===== src/rtl/rtc_cmd_ctrl.sv =====
// rtc_cmd_ctrl: range-checks and packs host commands, queues them, issues them one at a time to the RTC and latches the alarm interrupt
module rtc_cmd_ctrl #(
    parameter int FIFO_DEPTH = 4,
    parameter int RD_LAT     = 1
) (
    input  logic        clk,
    input  logic        resetn,
    input  logic        cmd_valid,
    output logic        cmd_ready,
    input  logic [1:0]  cmd_op,
    input  logic        cmd_add,
    input  logic [5:0]  cmd_sec,
    input  logic [5:0]  cmd_min,
    input  logic [4:0]  cmd_hr,
    input  logic [8:0]  cmd_day,
    input  logic [5:0]  cmd_yr,
    output logic        cmd_err,
    output logic        rsp_valid,
    input  logic        rsp_ready,
    output logic [31:0] rsp_data,
    output logic        rtc_on,
    output logic [1:0]  rtc_op,
    output logic [31:0] rtc_w_data,
    input  logic [31:0] rtc_r_data,
    input  logic        rtc_alarm,
    input  logic        irq_clr,
    output logic        alarm_irq
);
    localparam int AW = $clog2(FIFO_DEPTH);
    localparam int CW = (RD_LAT > 1) ? $clog2(RD_LAT) : 1;

    typedef enum logic [2:0] {ST_IDLE, ST_ISSUE, ST_WAIT, ST_RESP, ST_GAP} state_t;

    state_t          state;
    logic [CW-1:0]   wait_cnt;
    logic            ready_en;
    logic [AW-1:0]   wr_ptr;
    logic [AW-1:0]   rd_ptr;
    logic [AW:0]     count;
    logic [33:0]     mem [FIFO_DEPTH];
    logic [33:0]     head;
    logic [31:0]     word;
    logic            full;
    logic            accept;
    logic            bad;
    logic            push;
    logic            pop;
    logic            alarm_q;

    assign full      = count == (AW + 1)'(FIFO_DEPTH);
    assign cmd_ready = ready_en & ~full;
    assign accept    = cmd_valid & cmd_ready;
    assign bad       = (cmd_op != 2'b00) &
                       ((cmd_sec > 6'd59) | (cmd_min > 6'd59) | (cmd_hr > 5'd23) | (cmd_day > 9'd365));
    assign push      = accept & ~bad;
    assign pop       = (state == ST_IDLE) && (count != '0);
    assign head      = mem[rd_ptr];

    // Pack the host fields into the RTC word layout for the requested operation
    always_comb begin
        word = (cmd_op == 2'b01) ? {cmd_sec, cmd_min, cmd_hr, cmd_day, cmd_yr} :
               (cmd_op == 2'b10) ? {cmd_sec, cmd_min, cmd_hr, 1'b1, 14'b0} :
               (cmd_op == 2'b11) ? {cmd_sec, cmd_min, cmd_hr, cmd_day, cmd_add, 5'b0} : 32'b0;
    end

    // Command FIFO storage; contents are don't-care until written
    always_ff @(posedge clk) begin
        if (push) mem[wr_ptr] <= {cmd_op, word};
    end

    // FIFO pointers, occupancy, post-reset ready enable and the range-error pulse
    always_ff @(posedge clk or negedge resetn) begin
        if (!resetn) begin
            wr_ptr   <= '0;
            rd_ptr   <= '0;
            count    <= '0;
            ready_en <= 1'b0;
            cmd_err  <= 1'b0;
        end else begin
            ready_en <= 1'b1;
            cmd_err  <= accept & bad;
            if (push) wr_ptr <= wr_ptr + 1'b1;
            if (pop) rd_ptr <= rd_ptr + 1'b1;
            if (push & ~pop) count <= count + 1'b1;
            else if (pop & ~push) count <= count - 1'b1;
        end
    end

    // Issue sequencer: one strobe per command, read capture and response hold, then a guard cycle
    always_ff @(posedge clk or negedge resetn) begin
        if (!resetn) begin
            state      <= ST_IDLE;
            wait_cnt   <= '0;
            rtc_on     <= 1'b0;
            rtc_op     <= 2'b00;
            rtc_w_data <= 32'b0;
            rsp_valid  <= 1'b0;
            rsp_data   <= 32'b0;
        end else begin
            case (state)
                ST_IDLE: begin
                    if (pop) begin
                        state      <= ST_ISSUE;
                        rtc_on     <= 1'b1;
                        rtc_op     <= head[33:32];
                        rtc_w_data <= head[31:0];
                    end
                end
                ST_ISSUE: begin
                    rtc_on   <= 1'b0;
                    wait_cnt <= '0;
                    if (rtc_op != 2'b00) begin
                        state <= ST_GAP;
                    end else if (RD_LAT == 1) begin
                        rsp_data  <= rtc_r_data;
                        rsp_valid <= 1'b1;
                        state     <= ST_RESP;
                    end else begin
                        state <= ST_WAIT;
                    end
                end
                ST_WAIT: begin
                    if (wait_cnt == CW'(RD_LAT - 2)) begin
                        rsp_data  <= rtc_r_data;
                        rsp_valid <= 1'b1;
                        state     <= ST_RESP;
                    end else begin
                        wait_cnt <= wait_cnt + 1'b1;
                    end
                end
                ST_RESP: begin
                    if (rsp_ready) begin
                        rsp_valid <= 1'b0;
                        state     <= ST_GAP;
                    end
                end
                ST_GAP:  state <= ST_IDLE;
                default: state <= ST_IDLE;
            endcase
        end
    end

    // Sticky alarm interrupt on the rising edge of rtc_alarm; a new edge beats a clear
    always_ff @(posedge clk or negedge resetn) begin
        if (!resetn) begin
            alarm_q   <= 1'b0;
            alarm_irq <= 1'b0;
        end else begin
            alarm_q   <= rtc_alarm;
            alarm_irq <= (rtc_alarm & ~alarm_q) | (alarm_irq & ~irq_clr);
        end
    end
endmodule

===== config.mk =====
export PLATFORM = sky130hd
export DESIGN_NAME = rtc_cmd_ctrl
export DESIGN_NICKNAME = d
export VERILOG_FILES = /design/src/rtl/rtc_cmd_ctrl.sv
export SDC_FILE = /design/constraint.sdc
export NUM_CORES = 1
export LEC_CHECK = 0
export ABC_AREA = 1
export BUFFER_PORTS_ARGS = -buffer_cell sky130_fd_sc_hd__buf_2
export CAP_MARGIN = 0
export CORE_AREA = 5 5 146 148
export CTS_CLUSTER_SIZE = 40
export DETAILED_ROUTE_END_ITERATION = 10
export DIE_AREA = 0 0 151 153
export GPL_TIMING_DRIVEN = 0
export PLACE_DENSITY = 0.7
export SLEW_MARGIN = 20
export SYNTH_ARGS = -nofsm -noshare
export SYNTH_HDL_FRONTEND = slang
export SYNTH_SLANG_ARGS = --single-unit

===== constraint.sdc =====
create_clock -name clk -period 3.41 [get_ports clk]
set_clock_uncertainty 0.1 [all_clocks]
set_input_delay 0.8525 -clock clk [delete_from_list [all_inputs] [get_ports clk]]
set_output_delay 0.8525 -clock clk [all_outputs]
set_load 0.005 [all_outputs]

==> summary.md, run 1 <==
| Metric | Value |
|---|---|
| Routed WL per cell | `16.6 um` |
| DR vias | `6193` |
| Worst hold-check path type | `primary input to asynchronous set/reset pin` |
| Antenna Nets Post-Route | `0` |
| Crit path time final | `3.04 ns` |
| CTS resizes | `0` |
| Initial antenna violation count | `0` |
| # setup viols final | `0` |
| Die H | `approximately 150 um` |
| Nets | `1049` |
| Post-synthesis sequential area ratio | `a little over two thirds` |
| Power Density | `roughly 880 nW/um2` |
| Final Util | `a little over half` |
| Net count after synthesis | `875` |
| Top layer used by detailed routing | `met4` |
| Syn Area/Cell | `11.0 um2` |
| Ports | `144` |
| Htree depth | `1` |
| Worst-Skew Late Latency | `between 0.5 and 0.6 ns` |
| VDD IR-drop max | `420 uV` |
| Yosys top cell area share | `46.6%` |
| Post-Place Cells | `1214` |
| CTS max path bufs | `3` |
| First-pass GRT wire length | `32.0 mm` |
| Die width | `151 um` |
| 1st-iter DRT viols | `368` |
| Flops & latches, synth | `~220` |
| Largest net degree at the start of global routing | `55` |
| Initial core utilization | `44.0%` |
| Clock Sinks | `219` |
| Fin cells | `1258` |
| Synthesized area | `8770 um2` |
| TritonCTS Buffers | `24` |
| Layout cell share with drive strength beyond 1 | `22.4%` |
| Wl on met1 | `8.60 mm` |
| Wire length on met3 | `1.86 mm` |
| Syn Inst Count | `796` |
| CP max FO | `9` |
| Crit path capture type | `flop` |
| Critical-path cell list | `buf_2 > nor2_2 > inv_1 > o21ai_0 > nand2_1 > inv_1 > ha_1 > inv_1 > fa_1 > a21oi_1 > o21ai_0 > xor2_1` |
| Drt total wl | `20.8 mm` |
| Cell taking the most area after synthesis | `edfxtp_1` |
| Core area | `between 15000 and 20000 um2` |
| Most used cell, CP | `inv_1` |
| First-pass DRT Iterations | `5` |
| Arrival time at the worst endpoint | `3.32 ns` |
| Postcts setup bufs | `0` |
| Yosys warnings | `0` |
| Status | `finished clean` |
| Hold Worst Slack | `0.118 ns` |
| DIE AREA | `about 23000 um2` |
| Commonest non-fill, non-tap cell in the layout | `nor2_1` |
| Port Buffers | `143` |
| Met2 Wirelength | `9.83 mm` |
| GRT Util Overall | `17.6%` |
| Unrepaired setup endpoints after global routing | `no` |
| DP HPWL | `13.9 mm` |
| Layout area overhead | `23.0%` |
| Routed vias/inst | `roughly 4.9` |
| Clock root cell | `clkbuf_16` |
| CP required | `3.69 ns` |
| Max-slew violation count | `0` |
| Crit path kind | `primary input to flop` |
| # DRC | `0` |
| Fmax | `329 MHz` |
| Top post-synthesis cells by area | `edfxtp_1 47%, dfrtp_1 24%, nor2_1 8.8%, nand2_1 4.2%, o21ai_0 3.8%` |
| Placer's final routability congestion estimate | `slightly below 0.8` |
| Critical path launch point type | `primary input` |
| Final Hold Fails | `0` |
| ANT cells | `0` |
| CP max stage cell | `nor2_2` |
| CTS tree | `built` |
| Worst-path clk slew | `0.06 ns` |
| Max Cap Viol | `0` |
| Synth unique cells | `34` |
| Cell Rows | `52` |
| Slew margin rel. | `56.8%` |
| Tcrit/Tclk final | `slightly below 90%` |
| Overflow after GRT | `0` |
| Crit path largest cell delay | `between 0.4 and 0.5 ns` |
| Slew @ Worst Pin | `0.646 ns` |
| Top delay family on crit path | `simple AND/OR/NAND/NOR gates` |
| WP buf/inv | `4` |
| Hold Buf Count CTS | `0` |
| Vias in the first global route | `between 6000 and 7000` |
| Most frequent cells in the layout | `202 x nor2_1, 157 x buf_2, 136 x edfxtp_1, 98 x nand2_1, 83 x dfrtp_1` |
| Leak | `between 4 and 5 nW` |
through the flow:
| step | setup TNS (ns) | instance area (um2) | setup slack (ns) | power (mW) |
|---|---|---|---|---|
| final | 0 | 10800 | 0.369 | 9.49 |
| after CTS | 0 | 10800 | 0.374 | 9.58 |
| after detailed placement | -3.38 | 9970 | -0.166 | 6.96 |
| after global routing | 0 | 10800 | 0.172 | 10.1 |
| after floorplan | -17.13 | 8770 | -0.126 | 5.66 |
| after global placement | -245.58 | 9820 | -1.85 | 6.83 |
state kept, by name (all words and copies together) (netlist names):
name        flops
rtc_w_data     32
rtc_on          1
rsp_valid       1
wait_cnt        1
rd_ptr          2
mem           136
count           3
rtc_op          2
rsp_data       32
wr_ptr          2
cmd_err         1
ready_en        1
alarm_irq       1
alarm_q         1
state           3
area by class of cell:
cell class | instances | area [um2]
Inverter | 61 | 229
Sequential cell | 219 | 6160
Multi-Input combinational cell | 476 | 2190
Buffer | 40 | 221
Clock buffer | 31 | 637
Tap cell | 270 | 338
Clock inverter | 13 | 173
Timing Repair Buffer | 148 | 837
Fill cell | 1685 | 9130
worst register-to-register path, stage by stage, from the launching register on:
cell and delay (ns):
dfrtp_1 0.40, nor2_1 0.07, a21boi_0 0.21, and2_1 0.24, nand2_1 0.30, inv_1 0.15, ha_1 0.15, inv_1 0.07
fa_1 0.38, a21oi_1 0.14, o21ai_0 0.11, xor2_1 0.15
cell families after synthesis:
logic type | count (synthesis) | synth area share [%]
simple gates | 350 | 15.9
flops | 219 | 70.3
compound gates | 114 | 7.16
buf+inv | 101 | 5.14
fa+ha+maj | 6 | 0.942
xor+xnor | 4 | 0.400
other cells | 1 | 0.0428
mux | 1 | 0.128
layer usage:
metal | GRT usage [%] | up-vias
met5 | 0 | -
met2 | 29.3 | 251
li1 | - | 3005
met4 | 5.44 | 0
met3 | 3.88 | 46
met1 | 23.1 | 2891
final timing paths:
path / cells after the start / endpoint / startpoint / slack [ns]
worst max-delay path: 12 / count[2] / cmd_op[1] / 0.37
worst min-delay path: 1 / rsp_data[22] / resetn / 0.12
worst max register to register: 11 / count[2] / count[0] / 0.81
worst min register to register: 1 / alarm_irq / alarm_q / 0.34
max in group asynchronous: 2 / rtc_op[1] / resetn / 2.51
min in group clk: 1 / alarm_irq / alarm_q / 0.34
power by group:
part           switching [mW]  internal (mW)  total (mW)  leakage, nW
Clock                    1.00           1.62        2.62        0.389
Sequential              0.302           3.44        3.74         2.22
Combinational            1.97           1.16        3.13         2.03
Total                    3.28           6.22        9.49         4.64
synth_stat cells (all sizes together):
cell type / count
buf: 29
o21ai: 76
nor4: 1
nor2: 208
mux2: 1
a31oi: 34
o22ai: 1
a21oi: 2
a21boi: 1
nand3b: 1
nand4: 1
clkinv: 1
nand2: 99
clkbuf: 11
xor2: 3
dfrtp: 83
conb: 1
inv: 60
nand3: 38
and2: 1
xnor2: 1
edfxtp: 136
ha: 5
nor3: 1
fa: 1
No activity file was read; power rests on OpenSTA's default activity.
==> run 2: changes to the inputs <==
- ABC_AREA: 1 -> 0
==> summary.md, run 2 <==
| Metric | Value |
|---|---|
| Tcrit/Tclk final | `86.4% (was 89.2%)` |
| Final Cell Area | `10700 um2 (was 10800 um2)` |
| Routed vias/inst | `4.94 (was 4.92)` |
| Nets | `693 (was 1049)` |
| Reg-to-Reg End | `count[1] (was count[2])` |
| Core area | `19900 um2 (unchanged)` |
| ANT cells | `0 (unchanged)` |
| Initial core utilization | `43.9% (was 44.0%)` |
| Arrival time at the worst endpoint | `3.04 ns (was 3.32 ns)` |
| Die H | `153 um (unchanged)` |
| Leak | `4.23 nW (was 4.64 nW)` |
| Most common cell in the netlist | `edfxtp_1 (was nor2_1)` |
| Htree depth | `1 (unchanged)` |
| Worst-Skew Late Latency | `0.49 ns (was 0.51 ns)` |
| DP HPWL | `11.9 mm (was 13.9 mm)` |
| Max-slew violation count | `0 (unchanged)` |
| Commonest non-fill, non-tap cell in the layout | `buf_2 (was nor2_1)` |
| Most frequent cells in the layout | `146 x buf_2, 136 x edfxtp_1, 83 x dfrtp_1, 47 x mux2_4, 34 x mux4_2 (was 202 x nor2_1, 157 x buf_2, 136 x edfxtp_1, 98 x nand2_1, 83 x dfrtp_1)` |
| CTS resizes | `0 (unchanged)` |
| Flops & latches, synth | `219 (unchanged)` |
| Cell Rows | `52 (unchanged)` |
| Post-Place Cells | `859 (was 1214)` |
| Yosys top cell area share | `46.8% (was 46.6%)` |
| Yosys warnings | `0 (unchanged)` |
| Net count after synthesis | `520 (was 875)` |
| # setup viols final | `0 (unchanged)` |
| CP required | `3.51 ns (was 3.69 ns)` |
| Slew margin rel. | `37.7% (was 56.8%)` |
| VDD IR-drop max | `334 uV (was 420 uV)` |
| DP Worst Slack | `-0.0902 ns (was -0.166 ns)` |
| Crit path largest cell delay | `0.61 ns (was 0.48 ns)` |
| R2R Setup Slk | `0.55 ns (was 0.81 ns)` |
| Drt total wl | `17.2 mm (was 20.8 mm)` |
| Die width | `151 um (unchanged)` |
| Top post-synthesis cells by area | `edfxtp_1 47%, dfrtp_1 24%, mux4_2 8.8%, mux2_4 8.1%, mux2_2 2.8% (was edfxtp_1 47%, dfrtp_1 24%, nor2_1 8.8%, nand2_1 4.2%, o21ai_0 3.8%)` |
| TritonCTS Buffers | `23 (was 24)` |
| Post-synthesis sequential area ratio | `70.6% (was 70.3%)` |
| 1st-iter DRT viols | `234 (was 368)` |
| # DRC | `0 (unchanged)` |
| Slew @ Worst Pin | `0.927 ns (was 0.646 ns)` |
| Synth unique cells | `44 (was 34)` |
| GRT Util Overall | `14.8% (was 17.6%)` |
| Setup WS post-layout | `0.465 ns (was 0.369 ns)` |
| Fmax | `340 MHz (was 329 MHz)` |
| Clock root cell | `clkbuf_16 (unchanged)` |
| Postcts setup bufs | `0 (unchanged)` |
| Antenna Nets Post-Route | `0 (unchanged)` |
| Crit path time final | `2.94 ns (was 3.04 ns)` |
| Worst hold-check path type | `primary input to asynchronous set/reset pin (unchanged)` |
| Critical path launch point type | `primary input (unchanged)` |
| Syn Inst Count | `441 (was 796)` |
| Initial antenna violation count | `1 (was 0)` |
| Unrepaired setup endpoints after global routing | `no (unchanged)` |
| Max reg flops | `136 (unchanged)` |
| Syn Area/Cell | `19.8 um2 (was 11.0 um2)` |
| Top post-synthesis cells by count | `136 x edfxtp_1, 83 x dfrtp_1, 47 x mux2_4 (was 206 x nor2_1, 136 x edfxtp_1, 98 x nand2_1)` |
| Max Cap Viol | `0 (unchanged)` |
| Register with the most flip-flops | `mem (unchanged)` |
| Power Density | `870 nW/um2 (was 880 nW/um2)` |
| Worst-path clk slew | `0.06 ns (about the same)` |
| Port Buffers | `143 (unchanged)` |
| Worst reg2reg path startpoint | `state[1] (was count[0])` |
| Synthesized area | `8730 um2 (was 8770 um2)` |
| DR vias | `4448 (was 6193)` |
| R2R depth | `8 (was 11)` |
| Clock Sinks | `219 (unchanged)` |
| Synth Flop Type | `edfxtp_1 (unchanged)` |
| Status | `finished clean (unchanged)` |
| First-pass GRT wire length | `26.6 mm (was 32.0 mm)` |
| FFs w/ async S/R, synth | `37.9% (unchanged)` |
| Layout cell share with drive strength beyond 1 | `48.4% (was 22.4%)` |
| Vias in the first global route | `4868 (was 6062)` |
| Routed WL per cell | `19.1 um (was 16.6 um)` |
| First-pass DRT Iterations | `4 (was 5)` |
| Largest net degree at the start of global routing | `51 (was 55)` |
| Critical-path cell list | `buf_2 > nor2_1 > clkbuf_1 > a31oi_1 > nor3_2 > and2_2 > buf_16 (was buf_2 > nor2_2 > inv_1 > o21ai_0 > nand2_1 > inv_1 > ha_1 > inv_1 > fa_1 > a21oi_1 > o21ai_0 > xor2_1)` |
| Placer's final routability congestion estimate | `0.714 (was 0.793)` |
| CTS max path bufs | `3 (unchanged)` |
| Largest registers | `mem x136, rsp_data x32, rtc_w_data x32 (unchanged)` |
| Fin cells | `900 (was 1258)` |
| Placed Area | `9930 um2 (was 9970 um2)` |
| CTS tree | `built (unchanged)` |
| Hold Buf Count CTS | `0 (unchanged)` |
| Cell taking the most area after synthesis | `edfxtp_1 (unchanged)` |
| Post-synth EDFFs | `136 (unchanged)` |
| Layout area overhead | `22.0% (was 23.0%)` |
| Hold Worst Slack | `0.234 ns (was 0.118 ns)` |
| Crit path kind | `primary input to flop (unchanged)` |
| CP max FO | `18 (was 9)` |
| Ports | `144 (unchanged)` |
| Overflow after GRT | `0 (unchanged)` |
| Crit path capture type | `flop (unchanged)` |
| CP max stage cell | `and2_2 (was nor2_2)` |
| Final Hold Fails | `0 (unchanged)` |
| DIE AREA | `23100 um2 (unchanged)` |
==> run 2: cell count changes after synthesis, sizes merged, moves of 6 or more <==
cell	change
a31oi	-33
clkbuf	-6
inv	-52
nand3	-37
nor2b	+14
mux2	+68
nand2	-94
nor2	-203
and2b	+6
o21ai	-74
and2	+16
buf	-13
mux4	+34
==> run 2: report_power, final <==
| part | switching [mW] | total [mW] | leakage, nW | internal (mW) |
|---|---|---|---|---|
| Combinational | 1.30 | 3.16 | 1.66 | 1.86 |
| Clock | 0.938 | 2.34 | 0.349 | 1.40 |
| Sequential | 0.317 | 3.78 | 2.22 | 3.46 |
==> run 2: critical path, delay by kind of cell <==
| kind | cells | cell delay [ns] |
|---|---|---|
| buffers and inverters | 3 | 0.86 |
| and+or+nand+nor | 3 | 1.19 |
| AOI/OAI and AO/OA | 1 | 0.11 |
==> run 2: per-stage QoR <==
stage	util [%]	total power, mW	setup TNS [ns]
floorplan	-	6.00	0
global placement	49.1	6.88	-105.92
detailed placement	49.9	7.06	-4.72
CTS	53.5	9.42	0
global route	53.5	9.79	0
finish	53.5	9.27	0
==> run 2: cells by family after synthesis <==
kind of cell / after synthesis / share of synthesized area, %
other: 1 / 0.0430
multiplexers: 105 / 19.9
flip-flops: 219 / 70.6
AND/OR/NAND/NOR: 59 / 4.21
adder cells (fa/ha/maj): 6 / 0.946
buffers and inverters: 29 / 2.41
AO/OA/AOI/OAI: 16 / 1.30
XOR/XNOR: 6 / 0.602
==> run 2: layer usage <==
layer / vias up / global-route usage [%] / wire, um
li1: 2032 / - / -
met1: 2244 / 20.4 / 7560
met2: 144 / 23.8 / 8180
met3: 26 / 3.23 / 1200
met4: 2 / 4.02 / 264
met5: - / 0 / 13
==> run 2: how the worst max path moves through the flow <==
| stage | depth (start not counted) | slack, ns | start | to |
|---|---|---|---|---|
| 2_1_floorplan | 5 | 0.42 | cmd_op[1] | mem[2][0] |
| 3_3_place_gp | 6 | -0.78 | cmd_op[1] | mem[3][2] |
| 3_5_place_dp | 7 | -0.09 | cmd_op[1] | mem[1][3] |
| 4_1_cts | 7 | 0.42 | cmd_op[1] | mem[1][5] |
| 5_1_grt | 7 | 0.30 | cmd_op[1] | mem[1][2] |
| 6_report | 7 | 0.47 | cmd_op[1] | mem[3][8] |
==> run 2: layout make-up <==
| class | instances | area (um2) |
|---|---|---|
| clock inverter | 9 | 71.3 |
| fill | 1614 | 9260 |
| timing repair buffer | 148 | 856 |
| sequential | 219 | 6160 |
| multi-input combinational | 193 | 2360 |
| inverter | 8 | 30.0 |
| buffer | 21 | 180 |
| clock buffer | 32 | 649 |
| tap | 270 | 338 |
==> run 3: changes to the inputs <==
- GPL_ROUTABILITY_DRIVEN: unset -> 0
- RECOVER_POWER: unset -> 100
==> summary.md, run 3 (synthesized netlist as in run 2, its figures left out) <==
| Metric | Value |
|---|---|
| Commonest non-fill, non-tap cell in the layout | `edfxtp_1 (was buf_2)` |
| Tcrit/Tclk final | `88.5% (was 86.4%)` |
| Clock Sinks | `219 (unchanged)` |
| First-pass GRT wire length | `26.6 mm (unchanged)` |
| Leak | `3.92 nW (was 4.23 nW)` |
| CTS resizes | `0 (unchanged)` |
| Cell Rows | `52 (unchanged)` |
| Final Cell Area | `10400 um2 (was 10700 um2)` |
| CTS max path bufs | `3 (unchanged)` |
| Die width | `151 um (unchanged)` |
| CP max stage cell | `and2_2 (unchanged)` |
| Final Hold Fails | `0 (unchanged)` |
| Initial antenna violation count | `1 (unchanged)` |
| Layout area overhead | `18.8% (was 22.0%)` |
| Unrepaired setup endpoints after global routing | `no (unchanged)` |
| Most frequent cells in the layout | `136 x edfxtp_1, 101 x buf_2, 83 x dfrtp_1, 63 x clkbuf_1, 43 x mux2_1 (was 146 x buf_2, 136 x edfxtp_1, 83 x dfrtp_1, 47 x mux2_4, 34 x mux4_2)` |
| Placed Area | `9930 um2 (unchanged)` |
| 1st-iter DRT viols | `251 (was 234)` |
| First-pass DRT Iterations | `4 (unchanged)` |
| Psw | `2.49 mW (was 2.55 mW)` |
| Clock power frac | `26.8% (was 25.2%)` |
| VDD IR-drop max | `330 uV (was 334 uV)` |
| Routed vias/inst | `4.96 (was 4.94)` |
| Port Buffers | `143 (unchanged)` |
| Sw frac | `28.5% (was 27.5%)` |
| Power Density | `841 nW/um2 (was 870 nW/um2)` |
| Largest registers | `mem x136, rsp_data x32, rtc_w_data x32 (unchanged)` |
| Drt total wl | `17.1 mm (was 17.2 mm)` |
| Max Cap Viol | `1 (was 0)` |
| Overflow after GRT | `0 (unchanged)` |
| Register with the most flip-flops | `mem (unchanged)` |
| DIE AREA | `23100 um2 (unchanged)` |
| Slew margin rel. | `-46.7% (was 37.7%)` |
| Postcts setup bufs | `0 (unchanged)` |
| # setup viols final | `0 (unchanged)` |
| Worst hold-check path type | `flop to flop (was primary input to asynchronous set/reset pin)` |
| Arrival time at the worst endpoint | `3.12 ns (was 3.04 ns)` |
| Total power | `8.72 mW (was 9.27 mW)` |
| Layout cell share with drive strength beyond 1 | `33.2% (was 48.4%)` |
| Slew @ Worst Pin | `2.20 ns (was 0.927 ns)` |
| Most used cell, CP | `clkbuf_1` |
| WP buf/inv | `3 (unchanged)` |
| Int Pwr | `6.24 mW (was 6.72 mW)` |
| Routed WL per cell | `19.0 um (was 19.1 um)` |
| # DRC | `0 (unchanged)` |
| Hold Worst Slack | `0.328 ns (was 0.234 ns)` |
| Combinational Power Share | `30.1% (was 34.0%)` |
| Fmax | `331 MHz (was 340 MHz)` |
| Status | `complete, but fails checks (was finished clean)` |
| Critical-path cell list | `clkbuf_1 > nor2_1 > clkbuf_1 > a31oi_1 > nor3_2 > and2_2 > buf_16 (was buf_2 > nor2_1 > clkbuf_1 > a31oi_1 > nor3_2 > and2_2 > buf_16)` |
| Nets | `693 (unchanged)` |
| Worst-Skew Late Latency | `0.49 ns (about the same)` |
| Crit path time final | `3.02 ns (was 2.94 ns)` |
| Initial core utilization | `43.9% (unchanged)` |
| Top delay family on crit path | `simple AND/OR/NAND/NOR gates (unchanged)` |
| Crit path largest cell delay | `0.62 ns (was 0.61 ns)` |
| Hold Buf Count CTS | `0 (unchanged)` |
| Htree depth | `1 (unchanged)` |
| Failing checks | `capacitance limit, slew limit` |
| Max reg flops | `136 (unchanged)` |
| Die H | `153 um (unchanged)` |
| DP HPWL | `11.9 mm (unchanged)` |
| Vias in the first global route | `4868 (unchanged)` |
| Crit path capture type | `flop (unchanged)` |
| TritonCTS Buffers | `23 (unchanged)` |
| Largest net degree at the start of global routing | `51 (unchanged)` |
| GRT Util Overall | `14.8% (unchanged)` |
| Clock root cell | `clkbuf_16 (unchanged)` |
| CTS tree | `built (unchanged)` |
| Critical path launch point type | `primary input (unchanged)` |
| CP max FO | `18 (unchanged)` |
| Worst-path clk slew | `0.06 ns (about the same)` |
| CP required | `3.51 ns (about the same)` |
| Antenna Nets Post-Route | `0 (unchanged)` |
| Max-slew violation count | `34 (was 0)` |
| Crit path kind | `primary input to flop (unchanged)` |
| Core area | `19900 um2 (unchanged)` |
| Seq pwr share | `43.2% (was 40.7%)` |
| DR vias | `4473 (was 4448)` |
| Ports | `144 (unchanged)` |
run 3: cell count changes in the layout (fill, tap and decap cells not counted), sizes merged:
cell / change
buf: -53
diode: +1
clkbuf: +53
run 3: final timing paths:
path                       depth (start not counted)             end  startpoint  slack, ns
max reg2reg                                        8        count[1]    state[1]       0.57
max                                                7       mem[1][3]   cmd_op[1]       0.39
min in group asynchronous                          1         alarm_q      resetn       0.91
max in group asynchronous                          1  rtc_w_data[26]      resetn       1.04
min                                                1       alarm_irq     alarm_q       0.33
min reg2reg                                        1       alarm_irq     alarm_q       0.33
run 3: metrics by stage:
| stage | std cells | util (%) | TNS (ns) | setup slack (ns) |
|---|---|---|---|---|
| 6_report | 901 | 52.1 | 0 | 0.391 |
| 5_1_grt | 900 | 52.1 | 0 | 0.216 |
| 4_1_cts | 900 | 53.5 | 0 | 0.418 |
| 3_5_place_dp | 859 | 49.9 | -4.72 | -0.0902 |
| 3_3_place_gp | 854 | 49.1 | -105.92 | -0.782 |
| 2_1_floorplan | 441 | - | 0 | 0.420 |
run 3: power by group through the flow:
stage / Clock, mW / Combinational (mW) / Sequential (mW)
2_1_floorplan: 0 / 2.19 / 3.81
3_3_place_gp: 0 / 3.10 / 3.79
3_5_place_dp: 0 / 3.23 / 3.83
4_1_cts: 2.40 / 3.24 / 3.78
5_1_grt: 2.51 / 2.91 / 3.84
6_report: 2.33 / 2.62 / 3.77
run 3: metal layers:
metal / GRT usage, % / vias to the layer above / part of all wire, % / routed length (um)
met2: 23.8 / 141 / 48 / 8160
li1: - / 2032 / - / -
met3: 3.23 / 26 / 7.0 / 1210
met1: 20.4 / 2272 / 44 / 7480
met5: 0 / - / 0.076 / 13
met4: 4.02 / 2 / 1.5 / 264
run 3: area by class of cell:
type	instances	area (um2)
fill	1708	9540
sequential	219	6160
multi-input combinational	193	2210
timing repair buffer	148	800
clock buffer	32	649
tap	270	338
buffer	21	110
clock inverter	9	71.3
inverter	8	30.0
antenna	1	2.50
